## config.mk

```make
export PLATFORM = sky130hd
export DESIGN_NAME = stopwatch_bcd
export DESIGN_NICKNAME = d
export VERILOG_FILES = /design/src/rtl/stopwatch_bcd.sv
export SDC_FILE = /design/constraint.sdc
export NUM_CORES = 1
export LEC_CHECK = 0
export BUFFER_PORTS_ARGS = -buffer_cell sky130_fd_sc_hd__buf_2
export CAP_MARGIN = 25
export CORE_ASPECT_RATIO = 0.6
export CORE_MARGIN = 2
export CORE_UTILIZATION = 43
export DETAILED_ROUTE_END_ITERATION = 7
export PLACE_DENSITY = 0.68
export SETUP_SLACK_MARGIN = 0.05
export SYNTH_ARGS = -nofsm -noshare
export SYNTH_HDL_FRONTEND = slang
export SYNTH_SLANG_ARGS = --single-unit
```

## constraint.sdc

```tcl
create_clock -name clk_2 -period 4.2 [get_ports clk_2]
set_clock_uncertainty 0.05 [all_clocks]
set_input_delay 0.42 -clock clk_2 [delete_from_list [all_inputs] [get_ports clk_2]]
set_output_delay 0.42 -clock clk_2 [all_outputs]
set_load 0.02 [all_outputs]
```

## src/rtl/stopwatch_bcd.sv

```systemverilog
// Multi-digit BCD stopwatch/timer: prescaled up/down count with wrap or saturate,
// synchronous preload, lap capture and per-digit 7-segment decode.
module stopwatch_bcd #(
    parameter int NDIGITS   = 2,
    parameter int MAX_COUNT = 59,
    parameter int TICK_DIV  = 1,
    parameter int WRAP      = 1
) (
    input  logic                 clk_2,
    input  logic                 reset,
    input  logic                 run,
    input  logic                 freeze,
    input  logic                 down,
    input  logic                 load,
    input  logic [4*NDIGITS-1:0] load_bcd,
    input  logic                 lap_cap,
    input  logic                 lap_show,
    output logic [4*NDIGITS-1:0] count_bcd,
    output logic [8*NDIGITS-1:0] seg,
    output logic                 terminal,
    output logic                 load_err
);
    localparam int W  = 4 * NDIGITS;
    localparam int PW = (TICK_DIV > 1) ? $clog2(TICK_DIV) : 1;

    function automatic logic [W-1:0] to_bcd(input int value);
        logic [W-1:0] res;
        int           r;
        res = '0;
        r   = value;
        for (int i = 0; i < NDIGITS; i++) begin
            res[4*i +: 4] = 4'(r % 10);
            r = r / 10;
        end
        return res;
    endfunction

    function automatic logic bcd_valid(input logic [W-1:0] v);
        logic ok;
        ok = 1'b1;
        for (int i = 0; i < NDIGITS; i++) begin
            if (v[4*i +: 4] > 4'd9) ok = 1'b0;
        end
        return ok;
    endfunction

    function automatic logic [W-1:0] bcd_inc(input logic [W-1:0] v);
        logic [W-1:0] r;
        logic         carry;
        r     = v;
        carry = 1'b1;
        for (int i = 0; i < NDIGITS; i++) begin
            if (carry) begin
                if (r[4*i +: 4] == 4'd9) begin
                    r[4*i +: 4] = 4'd0;
                end else begin
                    r[4*i +: 4] = r[4*i +: 4] + 4'd1;
                    carry = 1'b0;
                end
            end
        end
        return r;
    endfunction

    function automatic logic [W-1:0] bcd_dec(input logic [W-1:0] v);
        logic [W-1:0] r;
        logic         borrow;
        r      = v;
        borrow = 1'b1;
        for (int i = 0; i < NDIGITS; i++) begin
            if (borrow) begin
                if (r[4*i +: 4] == 4'd0) begin
                    r[4*i +: 4] = 4'd9;
                end else begin
                    r[4*i +: 4] = r[4*i +: 4] - 4'd1;
                    borrow = 1'b0;
                end
            end
        end
        return r;
    endfunction

    function automatic logic [7:0] seg7(input logic [3:0] d);
        case (d)
            4'd0:    return 8'h3F;
            4'd1:    return 8'h06;
            4'd2:    return 8'h5B;
            4'd3:    return 8'h4F;
            4'd4:    return 8'h66;
            4'd5:    return 8'h6D;
            4'd6:    return 8'h7D;
            4'd7:    return 8'h07;
            4'd8:    return 8'h7F;
            4'd9:    return 8'h67;
            default: return 8'h00;
        endcase
    endfunction

    // Valid BCD values order the same way as their decimal values, so the
    // terminal compare can be done directly on the packed nibbles.
    localparam logic [W-1:0]  MAX_BCD    = to_bcd(MAX_COUNT);
    localparam logic [PW-1:0] PRESC_LAST = PW'(TICK_DIV - 1);

    logic [W-1:0]  count_q, count_d;
    logic [W-1:0]  lap_q, lap_d;
    logic [PW-1:0] presc_q, presc_d;
    logic          terminal_q, terminal_d;
    logic          load_err_q, load_err_d;

    logic          load_ok;
    logic          tick;
    logic          at_limit;
    logic          step_term;
    logic [W-1:0]  step_val;
    logic [W-1:0]  disp;

    assign load_ok = bcd_valid(load_bcd) && (load_bcd <= MAX_BCD);

    // Next value if a step happens this cycle, and whether it earns a terminal pulse.
    always_comb begin
        at_limit = down ? (count_q == '0) : (count_q == MAX_BCD);
        if (!at_limit) begin
            step_val = down ? bcd_dec(count_q) : bcd_inc(count_q);
        end else if (WRAP != 0) begin
            step_val = down ? MAX_BCD : '0;
        end else begin
            step_val = count_q;
        end
        if (at_limit) begin
            step_term = (WRAP != 0);
        end else begin
            step_term = down ? (step_val == '0) : (step_val == MAX_BCD);
        end
    end

    always_comb begin
        count_d    = count_q;
        presc_d    = presc_q;
        lap_d      = lap_cap ? count_q : lap_q;
        terminal_d = 1'b0;
        load_err_d = 1'b0;
        tick       = 1'b0;
        if (load) begin
            if (load_ok) begin
                count_d = load_bcd;
                presc_d = '0;
            end else begin
                load_err_d = 1'b1;
            end
        end else if (!freeze && run) begin
            if (presc_q == PRESC_LAST) begin
                presc_d = '0;
                tick    = 1'b1;
            end else begin
                presc_d = presc_q + PW'(1);
            end
        end
        if (tick) begin
            count_d    = step_val;
            terminal_d = step_term;
        end
    end

    always_ff @(posedge clk_2) begin
        if (reset) begin
            count_q    <= '0;
            lap_q      <= '0;
            presc_q    <= '0;
            terminal_q <= 1'b0;
            load_err_q <= 1'b0;
        end else begin
            count_q    <= count_d;
            lap_q      <= lap_d;
            presc_q    <= presc_d;
            terminal_q <= terminal_d;
            load_err_q <= load_err_d;
        end
    end

    // Display path is purely combinational so lap_show switches immediately.
    always_comb begin
        disp = lap_show ? lap_q : count_q;
        seg  = '0;
        for (int i = 0; i < NDIGITS; i++) begin
            seg[8*i +: 8] = seg7(disp[4*i +: 4]);
        end
        seg[7] = lap_show;
    end

    assign count_bcd = count_q;
    assign terminal  = terminal_q;
    assign load_err  = load_err_q;

endmodule

```

==> impl_metrics.json <==
{
  "outcome": "finished, final reports clean",
  "hpwl_mm": 2.99,
  "area_growth_pct": 11.7,
  "synthCells": 232,
  "boundaryPins": 42,
  "slowest_delay_ns": 0.60,
  "crit_required_ns": 3.73,
  "cp_cell_sequence": "inv_1 > o21ai_0 > inv_1 > ha_1 > nor2_1 > a21oi_1 > o21ai_0 > buf_2",
  "path_clk_slew_ns": 0.07,
  "synthFlopType": "dfxtp_1",
  "h-tree-depth": 1,
  "synth_area_leaders": "dfxtp_1 21%, mux2i_1 9.9%, ha_1 8.7%",
  "drcViolationCount": 0,
  "ys_ff_latch": 18,
  "hold_viol": 0,
  "dieHeight_um": 53.1,
  "crit_cells": 8,
  "synth_common_cells": "27 x nor2_1, 21 x a21oi_1, 19 x o21ai_0",
  "start_util_pct": 45.8,
  "seq_power_share_pct": 40.0,
  "viasPerCell": 5.63,
  "p_comb_share_pct": 30.3,
  "p_sw_share_pct": 34.6,
  "yosys.area.top_type": "dfxtp_1",
  "relSlewSlack_pct": 52.4,
  "ir_worst_vdd_uv": 121,
  "wl_met1_mm": 2.23,
  "cts_resized": 0,
  "worst_pin_slew_ns": 0.707,
  "post-cts-setup-buffers": 0,
  "clock_latency_ns": 0.25,
  "route.met3.wl_um": 198,
  "p_clk_share_pct": 29.8,
  "p_int_mw": 0.318,
  "synthesis.area_um2": 1720,
  "clock-sinks": 18,
  "crit_arrival_ns": 2.52,
  "synth_enable_flop_cells": 0,
  "rows": 17,
  "async_flop_share_pct": 0,
  "p_leak_nw": 0.826,
  "crit_slowest_cell": "o21ai_0",
  "power.switching_mw": 0.168,
  "insertedDiodeCount": 0,
  "port_buffers": 40,
  "top_layer_used": "met4",
  "hold_path.class": "primary input to flop",
  "end_kind": "primary output",
  "core_area_um2": 3760,
  "rsz0062_at_grt": "false",
  "die_x_um": 85.8,
  "yosysSeqAreaShare_pct": 20.9,
  "grt_pass1_wl_mm": 6.47,
  "timing.fmax_ghz": 0.334,
  "worstSetupStartpointType": "flop",
  "postCtsHoldBufs": 0,
  "antenna_found_initial": 0,
  "ff2ff_setup_slack_ns": 2.18,
  "layout_min_cycle_time_ns": 2.99,
  "synth.top_cell.area_share_pct": 20.9,
  "grt_usage_pct": 17.7,
  "post-place-ws_ns": 1.47,
  "grt_max_degree": 21,
  "synth_fp_nets": 260,
  "worstHoldPathCells": 3,
  "ys_types": 49,
  "grt_pass1_vias": 1366,
  "gr-total-overflow": 0,
  "power_density_nw_per_um2": 252,
  "worstSetupPathType": "flop to primary output",
  "worst_slack_ns": 1.21,
  "reg2reg_depth": 5,
  "slew_viol_final": 0,
  "wl_per_cell_um": 13.4,
  "maxCapViolations": 0,
  "firstDrtPassIters": 6,
  "place_congestion": 0.848,
  "cts-root-buf": "clkbuf_8",
  "met2_length_mm": 1.58,
  "nNetsFinal": 282,
  "clockBufferDepth": 2,
  "cp_num_buf_inv": 3,
  "antenna_left": 0,
  "drtIter0Drc": 136,
  "critPathTopFamily": "compound AO/OA/AOI/OAI gates",
  "die_area_um2": 4550,
  "postSynthAreaPerCell_um2": 7.43,
  "numCtsBuffers": 3,
  "post-route-period-util_pct": 71.3,
  "yosys.cell_count.top_type": "nor2_1",
  "drive_gt1_share_pct": 20.6,
  "fin_setup_tns_ns": 0,
  "critPathMaxFanout": 13,
  "num_vias": 1689,
  "ys_warn_count": 0,
  "setup_viol": 0,
  "drt_wl_total_mm": 4.03,
  "cts_tree": "done"
}
-- worst register-to-register path: cells and delay by family (launching register included) --
kind	cells	cell delay, ns
and+or+nand+nor	4	1.05
DFF	1	0.65
AOI/OAI and AO/OA	1	0.22
-- cell usage in the layout, fill, tap and decap left out, types with 2 or more instances in the layout --
master and n:
buf_2 40, nor2_1 27, a21oi_1 21, o21ai_0 19, dfxtp_1 18, mux2i_1 17
nand2_1 15, ha_1 12, inv_1 9, nand3_1 7, a31oi_1 6, nand2b_1 5
or4_1 4, clkbuf_8 4, mux2_2 3, o22ai_1 3, a22oi_1 3, o211ai_1 3
o21a_1 2, nand4_1 2, o21bai_1 2, and3_1 2, o31a_1 2, nor3b_1 2
nand3b_1 2, a221oi_1 2
-- metal layers --
metal	vias up	global-route usage [%]
li1	878	-
met4	0	1.59
met2	37	24.2
met5	-	0
met1	772	27.9
met3	2	4.37
-- state kept, by name, indices dropped and copies added, names as in the netlist --
name       flops
count_bcd      8
lap_q          8
load_err       1
terminal       1
-- cells by family after synthesis --
kind of cell | synth area share [%]
AO/OA/AOI/OAI | 25.4
XOR/XNOR | 0.508
adder cells (fa/ha/maj) | 9.29
buffers and inverters | 8.49
flip-flops | 20.9
multiplexers | 11.8
other | 0.217
AND/OR/NAND/NOR | 23.4
-- power groups by stage --
stage | registers (mW) | logic [mW] | clock network, mW
floorplan | 0.192 | 0.116 | 0
detailed placement | 0.198 | 0.146 | 0
global placement | 0.198 | 0.146 | 0
global route | 0.197 | 0.163 | 0.156
finish | 0.194 | 0.147 | 0.145
CTS | 0.194 | 0.147 | 0.148
-- cell type report --
type                       instances  area (um2)
inverter                           9        33.8
clock buffer                       4        55.1
timing repair buffer              40         200
sequential                        18         360
tap                               47        58.8
fill                             368        1840
multi-input combinational        182        1220
-- path summary, 6_finish.rpt --
check / startpoint / to
hold / removal: load / load_err
hold reg to reg: lap_q[1] / lap_q[1]
setup reg to reg: count_bcd[0] / terminal
setup / recovery: count_bcd[1] / seg[3]
-- stage by stage --
stage	utilization (%)	total power, mW	hold slack [ns]	area [um2]	std cells
after floorplan	-	0.308	0.410	1720	232
after global placement	49.7	0.344	0.429	1870	296
after detailed placement	49.7	0.345	0.435	1870	296
after CTS	51.1	0.489	0.359	1930	300
after global routing	51.1	0.516	0.374	1930	300
final	51.1	0.486	0.361	1930	300
(Power assumes the default switching activity.)
